<file path="config.mk">
export PLATFORM = sky130hd
export DESIGN_NAME = clock_input_ctrl_flat
export DESIGN_NICKNAME = d
export VERILOG_FILES = /design/src/rtl/clock_input_ctrl_if.sv /design/src/rtl/clock_input_ctrl.sv /design/src/flat_wrapper.sv
export SDC_FILE = /design/constraint.sdc
export NUM_CORES = 1
export LEC_CHECK = 0
export ABC_CLOCK_PERIOD_IN_PS = 1700
export CAP_MARGIN = 40
export CORE_MARGIN = 2
export CORE_UTILIZATION = 57
export DETAILED_ROUTE_END_ITERATION = 12
export PLACE_DENSITY = 0.77
export SYNTH_ARGS = -nofsm -noshare
export SYNTH_HDL_FRONTEND = slang
export SYNTH_SLANG_ARGS = --single-unit
</file>
<file path="constraint.sdc">
create_clock -name clk -period 1.7 [get_ports clk]
set_input_delay 0.255 -clock clk [delete_from_list [all_inputs] [get_ports clk]]
set_output_delay 0.255 -clock clk [all_outputs]
set_load 0.01 [all_outputs]
</file>
<file path="src/rtl/clock_input_ctrl_if.sv">
// Raw panel inputs and conditioned single-cycle enables exchanged with clock_input_ctrl.
// The panel/environment side uses master, the conditioning block uses slave.
interface clock_input_ctrl_if;
    logic       run_sw;
    logic       btn_mode;
    logic       btn_up;
    logic       sec_tick;
    logic       inc_hr;
    logic       inc_min;
    logic [1:0] mode;
    logic       blink;

    modport master (
        output run_sw, btn_mode, btn_up,
        input  sec_tick, inc_hr, inc_min, mode, blink
    );

    modport slave (
        input  run_sw, btn_mode, btn_up,
        output sec_tick, inc_hr, inc_min, mode, blink
    );
endinterface

</file>
<file path="src/rtl/clock_input_ctrl.sv">
// Input conditioning and time base for the 12-hour clock core: synchronize and debounce
// the switch and buttons, run the RUN/SET_HR/SET_MIN mode machine, and emit tick/increment/blink.
module clock_input_ctrl #(
    parameter int TICK_DIV     = 10_000_000,
    parameter int DB_CYCLES    = 200_000,
    parameter int REPEAT_DELAY = 5_000_000,
    parameter int REPEAT_RATE  = 2_500_000,
    parameter int BLINK_HALF   = 2_500_000
) (
    input  logic              clk,
    input  logic              rst_n,
    clock_input_ctrl_if.slave bus
);

    localparam int TICK_W   = (TICK_DIV > 1) ? $clog2(TICK_DIV) : 1;
    localparam int DB_W     = $clog2(DB_CYCLES + 1);
    localparam int REP_SPAN = (REPEAT_DELAY > REPEAT_RATE) ? REPEAT_DELAY : REPEAT_RATE;
    localparam int REP_W    = (REP_SPAN > 1) ? $clog2(REP_SPAN) : 1;
    localparam int BLINK_W  = (BLINK_HALF > 1) ? $clog2(BLINK_HALF) : 1;

    localparam logic [TICK_W-1:0]  TICK_LAST  = TICK_W'(TICK_DIV - 1);
    localparam logic [DB_W-1:0]    DB_LAST    = DB_W'(DB_CYCLES);
    localparam logic [REP_W-1:0]   DELAY_LAST = REP_W'(REPEAT_DELAY - 1);
    localparam logic [REP_W-1:0]   RATE_LAST  = REP_W'(REPEAT_RATE - 1);
    localparam logic [BLINK_W-1:0] BLINK_LAST = BLINK_W'(BLINK_HALF - 1);

    typedef enum logic [1:0] {
        MODE_RUN     = 2'd0,
        MODE_SET_HR  = 2'd1,
        MODE_SET_MIN = 2'd2
    } mode_t;

    logic [2:0]           raw_in;
    logic [2:0]           sync_a;
    logic [2:0]           sync_b;
    logic [2:0]           level;
    logic [2:0][DB_W-1:0] db_cnt;
    logic [1:0]           btn_prev;

    logic                 run_level;
    logic                 up_level;
    logic                 mode_press;
    logic                 up_press;

    mode_t                state;
    logic                 in_set;

    logic [TICK_W-1:0]    pre_cnt;
    logic                 sec_tick_q;

    logic [REP_W-1:0]     rep_cnt;
    logic                 rep_active;
    logic                 rep_first;
    logic                 rep_due;
    logic                 hold_ok;
    logic                 fire;
    logic                 inc_hr_q;
    logic                 inc_min_q;

    logic [BLINK_W-1:0]   blink_cnt;
    logic                 blink_q;

    // Bit 0 = run switch, bit 1 = mode button, bit 2 = up button.
    assign raw_in = {bus.btn_up, bus.btn_mode, bus.run_sw};

    always_ff @(posedge clk or negedge rst_n) begin
        if (!rst_n) begin
            sync_a <= '0;
            sync_b <= '0;
        end else begin
            sync_a <= raw_in;
            sync_b <= sync_a;
        end
    end

    // A new level is accepted only after DB_CYCLES consecutive disagreeing samples.
    always_ff @(posedge clk or negedge rst_n) begin
        if (!rst_n) begin
            level  <= '0;
            db_cnt <= '0;
        end else begin
            for (int i = 0; i < 3; i++) begin
                if (sync_b[i] == level[i]) begin
                    db_cnt[i] <= '0;
                end else if (db_cnt[i] == DB_LAST) begin
                    level[i]  <= sync_b[i];
                    db_cnt[i] <= '0;
                end else begin
                    db_cnt[i] <= db_cnt[i] + 1'b1;
                end
            end
        end
    end

    always_ff @(posedge clk or negedge rst_n) begin
        if (!rst_n) begin
            btn_prev <= '0;
        end else begin
            btn_prev <= level[2:1];
        end
    end

    assign run_level  = level[0];
    assign up_level   = level[2];
    assign mode_press = level[1] & ~btn_prev[0];
    assign up_press   = level[2] & ~btn_prev[1];

    always_ff @(posedge clk or negedge rst_n) begin
        if (!rst_n) begin
            state <= MODE_RUN;
        end else if (mode_press) begin
            case (state)
                MODE_RUN:    state <= MODE_SET_HR;
                MODE_SET_HR: state <= MODE_SET_MIN;
                default:     state <= MODE_RUN;
            endcase
        end
    end

    assign in_set = (state == MODE_SET_HR) || (state == MODE_SET_MIN);

    // Leaving RUN discards any partial second so setting always restarts a clean second.
    always_ff @(posedge clk or negedge rst_n) begin
        if (!rst_n) begin
            pre_cnt    <= '0;
            sec_tick_q <= 1'b0;
        end else begin
            sec_tick_q <= 1'b0;
            if ((state != MODE_RUN) || mode_press) begin
                pre_cnt <= '0;
            end else if (run_level) begin
                if (pre_cnt == TICK_LAST) begin
                    pre_cnt    <= '0;
                    sec_tick_q <= 1'b1;
                end else begin
                    pre_cnt <= pre_cnt + 1'b1;
                end
            end
        end
    end

    always_comb begin
        rep_due = 1'b0;
        if (rep_active) begin
            rep_due = (rep_cnt == (rep_first ? DELAY_LAST : RATE_LAST));
        end
    end

    // A mode press or a release disarms repeat; only a fresh press re-arms it.
    assign hold_ok = in_set && up_level && !mode_press;
    assign fire    = hold_ok && (up_press || rep_due);

    always_ff @(posedge clk or negedge rst_n) begin
        if (!rst_n) begin
            rep_cnt    <= '0;
            rep_active <= 1'b0;
            rep_first  <= 1'b0;
            inc_hr_q   <= 1'b0;
            inc_min_q  <= 1'b0;
        end else begin
            inc_hr_q  <= fire && (state == MODE_SET_HR);
            inc_min_q <= fire && (state == MODE_SET_MIN);
            if (!hold_ok) begin
                rep_cnt    <= '0;
                rep_active <= 1'b0;
                rep_first  <= 1'b0;
            end else if (up_press) begin
                rep_cnt    <= '0;
                rep_active <= 1'b1;
                rep_first  <= 1'b1;
            end else if (rep_due) begin
                rep_cnt   <= '0;
                rep_first <= 1'b0;
            end else if (rep_active) begin
                rep_cnt <= rep_cnt + 1'b1;
            end
        end
    end

    always_ff @(posedge clk or negedge rst_n) begin
        if (!rst_n) begin
            blink_cnt <= '0;
            blink_q   <= 1'b1;
        end else if (mode_press || !in_set) begin
            blink_cnt <= '0;
            blink_q   <= 1'b1;
        end else if (blink_cnt == BLINK_LAST) begin
            blink_cnt <= '0;
            blink_q   <= ~blink_q;
        end else begin
            blink_cnt <= blink_cnt + 1'b1;
        end
    end

    assign bus.sec_tick = sec_tick_q;
    assign bus.inc_hr   = inc_hr_q;
    assign bus.inc_min  = inc_min_q;
    assign bus.mode     = state;
    assign bus.blink    = blink_q;

endmodule

</file>
<file path="src/flat_wrapper.sv">
// flat-port wrapper written by rule: the top's interface ports become plain ports
module clock_input_ctrl_flat 
#(
    parameter int TICK_DIV     = 10_000_000,
    parameter int DB_CYCLES    = 200_000,
    parameter int REPEAT_DELAY = 5_000_000,
    parameter int REPEAT_RATE  = 2_500_000,
    parameter int BLINK_HALF   = 2_500_000
)
  (clk, rst_n, bus_run_sw, bus_btn_mode, bus_btn_up, bus_sec_tick, bus_inc_hr, bus_inc_min, bus_mode, bus_blink);
  clock_input_ctrl_if bus_i ();
  input  logic clk;
  input  logic rst_n;
  input wire logic [$bits(bus_i.run_sw)-1:0] bus_run_sw;
  input wire logic [$bits(bus_i.btn_mode)-1:0] bus_btn_mode;
  input wire logic [$bits(bus_i.btn_up)-1:0] bus_btn_up;
  output wire logic [$bits(bus_i.sec_tick)-1:0] bus_sec_tick;
  output wire logic [$bits(bus_i.inc_hr)-1:0] bus_inc_hr;
  output wire logic [$bits(bus_i.inc_min)-1:0] bus_inc_min;
  output wire logic [$bits(bus_i.mode)-1:0] bus_mode;
  output wire logic [$bits(bus_i.blink)-1:0] bus_blink;
  assign bus_i.run_sw = bus_run_sw;
  assign bus_i.btn_mode = bus_btn_mode;
  assign bus_i.btn_up = bus_btn_up;
  assign bus_sec_tick = bus_i.sec_tick;
  assign bus_inc_hr = bus_i.inc_hr;
  assign bus_inc_min = bus_i.inc_min;
  assign bus_mode = bus_i.mode;
  assign bus_blink = bus_i.blink;
  clock_input_ctrl #(.TICK_DIV(TICK_DIV), .DB_CYCLES(DB_CYCLES), .REPEAT_DELAY(REPEAT_DELAY), .REPEAT_RATE(REPEAT_RATE), .BLINK_HALF(BLINK_HALF)) u_core (.clk(clk), .rst_n(rst_n), .bus(bus_i));
endmodule
</file>
After elaboration in Yosys (flattened, before gate mapping)
Cells that the tools add are included. W data, S select, Z words.

Flip-flop bits (word level): 142. Logic and storage cells: 93.

Add/subtract/negate cells: 6. Equality and inequality tests: 14. Multiplexer cells: 28. Bitwise gates (word level): 8. Reduce and logical (&&, ||, !) cells: 18.

Operator list (number): $mux W23 (5); $mux W18 (6); $mux W24 (3); $add A18 B1 Y18 const B (3); $eq A18 B18 Y1 const B (3); $mux W22 (2); $add A24 B1 Y24 const B (1); $eq A24 B24 Y1 const B (1); $add A23 B1 Y23 const B (1); $eq A23 B23 Y1 (1); $add A22 B1 Y22 const B (1); $eq A22 B22 Y1 const B (1); $mux W1 (11); $not A1 Y1 (6); $reduce_and A2 Y1 (3); $reduce_bool A2 Y1 (3); $logic_and A1 B1 Y1 (5); $logic_or A1 B1 Y1 (4); $ne A4 B1 Y1 const B (1); $pmux W2 S2 (1); $eq A1 B1 Y1 (3); $ne A3 B1 Y1 const B (1); $and A1 B1 Y1 (2); $eq A2 B1 Y1 const B (1); 4 further kinds (5).

Longest topological paths before layout
Gate-level depths: netlist (run 1).

Word-level depth: 6. Gate-level depth with buffers: 8. Mapped depth without buffers: 7.

Worst setup path before layout (run 1)
OpenSTA, ideal clock, no wires.

Path kind: register to register. Start point: register u_core.rep_cnt[0]. End point: register u_core.rep_cnt[10]. Setup time: 121 ps. Arrival: 1731 ps. Required time: 1579 ps. Setup slack: -153 ps. Cell stages (with the launch flop): 8. Path buffers: 1. Cells stage by stage: dfrtp_1 -> ha_1 -> nor4bb_1 -> nand4b_1 -> or3_1 -> o211ai_2 -> buf_2 -> nor2_1.

Cells in the longest elaborated chain, start to end: 5. Elaborated cells on any way between the ends: 8.

Ends and longest elaborated chain: start: declaration (RTL line clock_input_ctrl.sv:51) `logic [REP_W-1:0] rep_cnt;`; start signal: assignment (RTL line clock_input_ctrl.sv:175) `rep_cnt <= rep_cnt + 1'b1;`; $add A23 B1 Y23 or $eq A23 B23 Y1 (tied branches) (RTL line clock_input_ctrl.sv:175, clock_input_ctrl.sv:145); $mux W23 or $mux W1 (tied branches) (RTL line clock_input_ctrl.sv:174, clock_input_ctrl.sv:144); $mux W23 (RTL line clock_input_ctrl.sv:171) `end else if (rep_due) begin`; $mux W23 (RTL line clock_input_ctrl.sv:167) `end else if (up_press) begin`; $mux W23 (RTL line clock_input_ctrl.sv:163) `if (!hold_ok) begin`.

Several ways; a longest one is shown, not always the timed one. The select of a mux whose other input is x is not followed. A chain may end at the register's enable or synchronous reset.

Final worst setup path (run 1)
Start point: register u_core.rep_cnt[1]. End point: register u_core.rep_cnt[0].

Cells in the longest elaborated chain, start to end: 5. Elaborated cells on any way between the ends: 6.

Ends and longest elaborated chain: $eq A23 B23 Y1 * (RTL line clock_input_ctrl.sv:145) `rep_due = (rep_cnt == (rep_first ? DELAY_LAST : RATE_LAST));`; $mux W1 * (RTL line clock_input_ctrl.sv:144) `if (rep_active) begin`; $mux W23 (RTL line clock_input_ctrl.sv:171); $mux W23 (RTL line clock_input_ctrl.sv:167); $mux W23 (RTL line clock_input_ctrl.sv:163).

Mark *: on every way between the ends. The rest lies on a longest branch, timed or not.

==> flow_summary.toml, run 1 <==
[run_status]
status = "finished, violations left"
violations = "setup timing"

[critical_path]
required_ns = 2.01
slowest_delay_ns = 0.42
crit_type = "reg2reg"
crit_arrival_ns = 2.25
setup.worst_path.start_class = "flip-flop"
startpoint = "u_core.rep_cnt[1]"
cp-end-kind = "flip-flop"
cp_cell_sequence = "ha_2 -> nor4bb_2 -> nand4b_1 -> or3_4 -> o211ai_4 -> buf_6 -> o31ai_1"
crit_path_top_delay_cell = "or3_4"
r2r-start = "u_core.rep_cnt[1]"
path_max_fanout = 10

[route]
drtIter0Drc = 609
drt_pass1_iterations = 7
drc = 0
viasPerCell = 5.76
final_antenna_net_count = 0
avgRoutedWirePerCell_um = 16.7
drt-total-wl_um = 17400
vias = 6027

[clocking]
clk_latency_ns = 0.43
htree_levels = 4
numCtsBuffers = 17
cts_tree = "done"
clock-sinks = 142
cts.clk_slew.worst_paths_ns = 0.06
cts-root-buf = "clkbuf_16"
cts.path.max_buffers = 2

[die]
row_count = 40
die_area_sq_um = 13400
core_area_sq_um = 12100
die_h_um = 116
die_w_um = 116
ioPinCount = 11
initial_utilization = 0.588

[power]
p_total_mw = 7.21
powerDensity_nw_per_um2 = 773
vdd_drop_max_v = 0.000805
power.leakage_nw = 3.94

[placed_design]
gp_congestion = 0.905
numPortBuffers = 10
place_area_sq_um = 8190
hpwl_um = 10400

[logic_synthesis]
yosysSeqAreaShare = 0.499
synth_edf_count = 0
synth_area_leaders = "dfrtp_1 (50%), nor2_1 (7.4%), xnor2_1 (7.0%), xor2_1 (5.8%), nand2_1 (3.5%)"
netlist_area_sq_um = 7120
async_flop_share = 1.00
syn_area_per_cell_sq_um = 9.60
syn_nets = 759
synth_warnings = 0
synth_cell_types = 56
ys_ff_latch = 142
ys_dominant_reg_cell = "dfrtp_1"
synth_top_area_share = 0.495
synth_top_cell_by_area = "dfrtp_1"
synth_cells = 742

[timing]
final_hold_viol_count = 0
period_needed_ns = 1.94
max_freq_mhz = 516
worst_pin_slew_ns = 0.535
whs_ns = 0.255
setup_viol_count_final = 68
setup_tns_ns = -8.03
fin_crit_sh = 1.14
rsz0062_at_grt = "true"
maxSlewHeadroom = 0.642
setup_slack_ns = -0.240
slew_violations = 0
clock_skew_ns = 0.00726

[grt]
overflow = 0
grt_antenna_before_repair = 0
grt_max_degree = 42
grt_pass1_wl_um = 27500
grt_use_total = 0.261
grt_pass1_vias = 5957

[layout]
fin_nets = 883
layout_common_cells = "dfrtp_1 (141), nor2_1 (113), buf_4 (95), nand2_1 (64), xnor2_1 (55)"
drive_gt1_frac = 0.276
area_growth_pct = 30.9
diodes = 0
stdcell_area_sq_um = 9320
layout_commonest_cell = "dfrtp_1"

[worst_hold_path]
holdCritPathClass = "in2reg"
hp-start = "bus_run_sw"

[run]
maxCapViolations = 0
flip-flops by register name, indices dropped and copies added, names as in the netlist:
signal               cells
u_core.db_cnt           54
u_core.pre_cnt          24
u_core.rep_cnt          23
u_core.blink_cnt        22
u_core.level             3
u_core.sync_a            3
u_core.sync_b            3
u_core.btn_prev          2
u_core.bus.mode          2
u_core.bus.blink         1
u_core.bus.inc_hr        1
u_core.bus.inc_min       1
u_core.bus.sec_tick      1
u_core.rep_active        1
u_core.rep_first         1
layout make-up:
class                      count  area [sq um]
multi-input combinational    556          3810
sequential                   142          3550
fill                         774          2790
timing repair buffer         122          1070
clock buffer                  22           484
tap                          168           210
inverter                      27           101
clock inverter                10          86.3
kinds of logic after synthesis:
| kind of cell | after synthesis | synth area share |
|---|---|---|
| AO/OA/AOI/OAI | 44 | 0.0418 |
| XOR/XNOR | 104 | 0.128 |
| adder cells (fa/ha/maj) | 12 | 0.0211 |
| buffers and inverters | 48 | 0.0307 |
| flip-flops | 142 | 0.499 |
| multiplexers | 3 | 0.00474 |
| AND/OR/NAND/NOR | 389 | 0.275 |
synthesized netlist by cell type, drive strengths merged, types with 2 or more instances:
master  count
nor2      142
dfrtp     141
nand2      66
xnor2      57
xor2       47
nand3      40
nand4      32
inv        27
nor3       22
and3       21
buf        17
nor4       17
a31oi      12
ha         12
o21ai      10
a21oi       8
or2         7
and2        6
and4        6
or3         6
clkbuf      4
nand2b      4
nor4bb      4
or4         4
mux2        3
nand3b      3
o31ai       3
a41oi       2
nand4b      2
nor3b       2
per-layer routing:
metal,track usage,vias up,part of all wire
met5,0,-,0
met4,0.108,0,0.030
met3,0.0711,62,0.045
met2,0.431,185,0.50
met1,0.326,2997,0.42
li1,-,2783,-
where the power goes:
group | switching (mW) | internal [mW]
clock network | 1.42 | 2.15
logic | 0.124 | 0.0781
registers | 0.0218 | 3.41
critical path, delay by kind of cell (launching register included):
| kind | cells | cell delay, ns |
|---|---|---|
| buffers and inverters | 1 | 0.17 |
| AO/OA/AOI/OAI | 2 | 0.27 |
| flip-flops | 1 | 0.36 |
| AND/OR/NAND/NOR | 3 | 0.81 |
| adder cells (fa/ha/maj) | 1 | 0.20 |
repair_timing:
action,CTS,global route
gates cloned,4,2
hold buffers,1,0
setup endpoints to repair,87,112
pin swaps,15,26
hold endpoints to repair,27,0
setup buffers,3,7
resized for setup,35,63
per-stage QoR:
step | utilization | setup slack [ns] | instances
3_3_place_gp | 0.676 | -0.130 | 998
5_1_grt | 0.770 | -0.317 | 1047
4_1_cts | 0.740 | -0.140 | 1038
3_5_place_dp | 0.676 | -0.197 | 998
2_1_floorplan | - | -0.0660 | 742
6_report | 0.770 | -0.240 | 1047
path summary, 6_finish.rpt:
path | end | slack [ns] | cells after the start
max | u_core.rep_cnt[0] | -0.24 | 7
min | u_core.sync_a[0] | 0.26 | 1
max reg2reg | u_core.rep_cnt[0] | -0.24 | 7
min reg2reg | u_core.sync_b[2] | 0.35 | 0
max in group asynchronous | u_core.bus.blink | 0.87 | 3
min in group asynchronous | u_core.rep_cnt[2] | 0.27 | 2
(Power assumes the default switching activity.)
==> run 2, diff against run 1 <==
--- a/config.mk
+++ b/config.mk
@@ -7,7 +7,6 @@
 export LEC_CHECK = 0
 export ABC_CLOCK_PERIOD_IN_PS = 1700
 export CAP_MARGIN = 40
-export CORE_MARGIN = 2
 export CORE_UTILIZATION = 57
 export DETAILED_ROUTE_END_ITERATION = 12
 export PLACE_DENSITY = 0.77
==> flow_summary.toml, run 2 (synthesized netlist as in run 1, its figures left out) <==
[layout]
utilization = 0.793
area_growth_pct = 34.8
diodes = 0
drive_gt1_frac = 0.296
fin_nets = 890
fill_cells = 712
top_regs = "u_core.db_cnt (54), u_core.pre_cnt (24), u_core.rep_cnt (23)"
layout_common_cells = "dfrtp_1 (140), nor2_1 (100), buf_4 (99), nand2_1 (63), xnor2_1 (54)"
largest_reg_flops = 54
layout_commonest_cell = "dfrtp_1"
top_register = "u_core.db_cnt"

[timing]
maxSlewHeadroom = 0.656
final_hold_viol_count = 0
rsz0062_at_grt = "true"
whs_ns = 0.273
period_needed_ns = 1.85
max_freq_mhz = 541
worst_pin_slew_ns = 0.517
setup_slack_ns = -0.149
slew_violations = 0
setup_viol_count_final = 81
fin_crit_sh = 1.09
clock_skew_ns = 0.00603

[die]
row_count = 40
ioPinCount = 11
die_h_um = 114
initial_utilization = 0.588
core_area_sq_um = 12100
die_w_um = 114
die_area_sq_um = 12900

[grt]
grt_use_total = 0.272
overflow = 0
grt_max_degree = 51
grt_antenna_before_repair = 0
grt_pass1_wl_um = 27800
grt_pass1_vias = 6065

[route]
wl_met3_um = 602
drt_pass1_iterations = 6
drtIter0Drc = 463
vias = 6069
wl_met1_um = 7310
drt-total-wl_um = 17700
viasPerCell = 5.76
top_layer_used = "met4"
drc = 0
wl_met2_um = 9280
avgRoutedWirePerCell_um = 16.8
final_antenna_net_count = 0

[critical_path]
startpoint = "u_core.db_cnt[49]"
slowest_delay_ns = 0.56
worstReg2RegEnd = "u_core.db_cnt[40]"
ff2ff_path_depth = 5
crit_arrival_ns = 2.15
required_ns = 2.00
crit_type = "reg2reg"
r2r_slack_ns = -0.15
crit_path_top_delay_cell = "or4_4"
r2r-start = "u_core.db_cnt[49]"
setup.worst_path.start_class = "flip-flop"
cp_cell_sequence = "or4_4 -> nor4_4 -> or2_4 -> clkbuf_16 -> nor2_2"
path_max_fanout = 5
cp-end-kind = "flip-flop"

[power]
p_total_mw = 7.57
vdd_drop_max_v = 0.000884
powerDensity_nw_per_um2 = 788
power.leakage_nw = 4.01

[run]
maxCapViolations = 0

[clocking]
cts.path.max_buffers = 2
clock-sinks = 142
htree_levels = 4
clk_latency_ns = 0.42
cts_tree = "done"
cts-root-buf = "clkbuf_16"
numCtsBuffers = 17
cts.clk_slew.worst_paths_ns = 0.06

[worst_hold_path]
holdPathEnd = "u_core.sync_a[2]"
holdCritPathClass = "in2reg"
hp-start = "bus_btn_up"
hold_path_depth = 1

[run_status]
status = "finished, violations left"
violations = "setup timing"

[placed_design]
hpwl_um = 10700
numPortBuffers = 10
gp_congestion = 0.906
run 2: worst max path at each step:
stage / endpoint / depth (start not counted) / slack [ns]
after floorplan: u_core.pre_cnt[0] / 5 / -0.07
after global placement: u_core.rep_cnt[1] / 6 / -0.10
after detailed placement: u_core.rep_cnt[6] / 7 / -0.17
after CTS: u_core.pre_cnt[15] / 6 / -0.16
after global routing: u_core.rep_cnt[21] / 7 / -0.26
final: u_core.db_cnt[40] / 5 / -0.15
run 2: through the flow:
step	instance area, sq um	setup TNS (ns)	worst slack [ns]	cells
floorplan	7210	-1.71	-0.0660	742
global placement	8220	-3.77	-0.103	1002
detailed placement	8220	-8.79	-0.171	1002
CTS	9080	-6.34	-0.165	1045
global route	9600	-14.37	-0.256	1053
finish	9600	-7.45	-0.149	1053
run 2: timing repair:
item	in CTS	in global routing
buffers inserted	7	7
hold endpoints to repair	43	0
pin swaps	24	48
hold buffers	1	0
gates cloned	4	3
resized for setup	35	97
setup endpoints to repair	71	126
run 2: where the power goes:
group          internal, mW  total (mW)  switching, mW
Clock                  2.60        3.91           1.31
Combinational        0.0873       0.228          0.141
Sequential             3.41        3.43         0.0225
Total                  6.09        7.57           1.47
run 2: layer usage:
layer  up-vias  track usage
met5         -            0
li1       2805            -
met1      3018        0.334
met3        57       0.0622
met2       189        0.467
met4         0        0.111
run 2: critical path: cells and delay by family, from the launching register on:
family | cells | cell delay (ns)
and+or+nand+nor | 4 | 1.17
buffers and inverters | 1 | 0.18
DFF | 1 | 0.39
run 2: final cells by class:
type | count | area (sq um) | share of cell area
multi-input combinational | 556 | 3950 | 0.411
tap | 168 | 210 | 0.0219
clock buffer | 25 | 495 | 0.0516
timing repair buffer | 129 | 1160 | 0.121
sequential | 142 | 3560 | 0.370
clock inverter | 6 | 130 | 0.0136
inverter | 27 | 101 | 0.0106
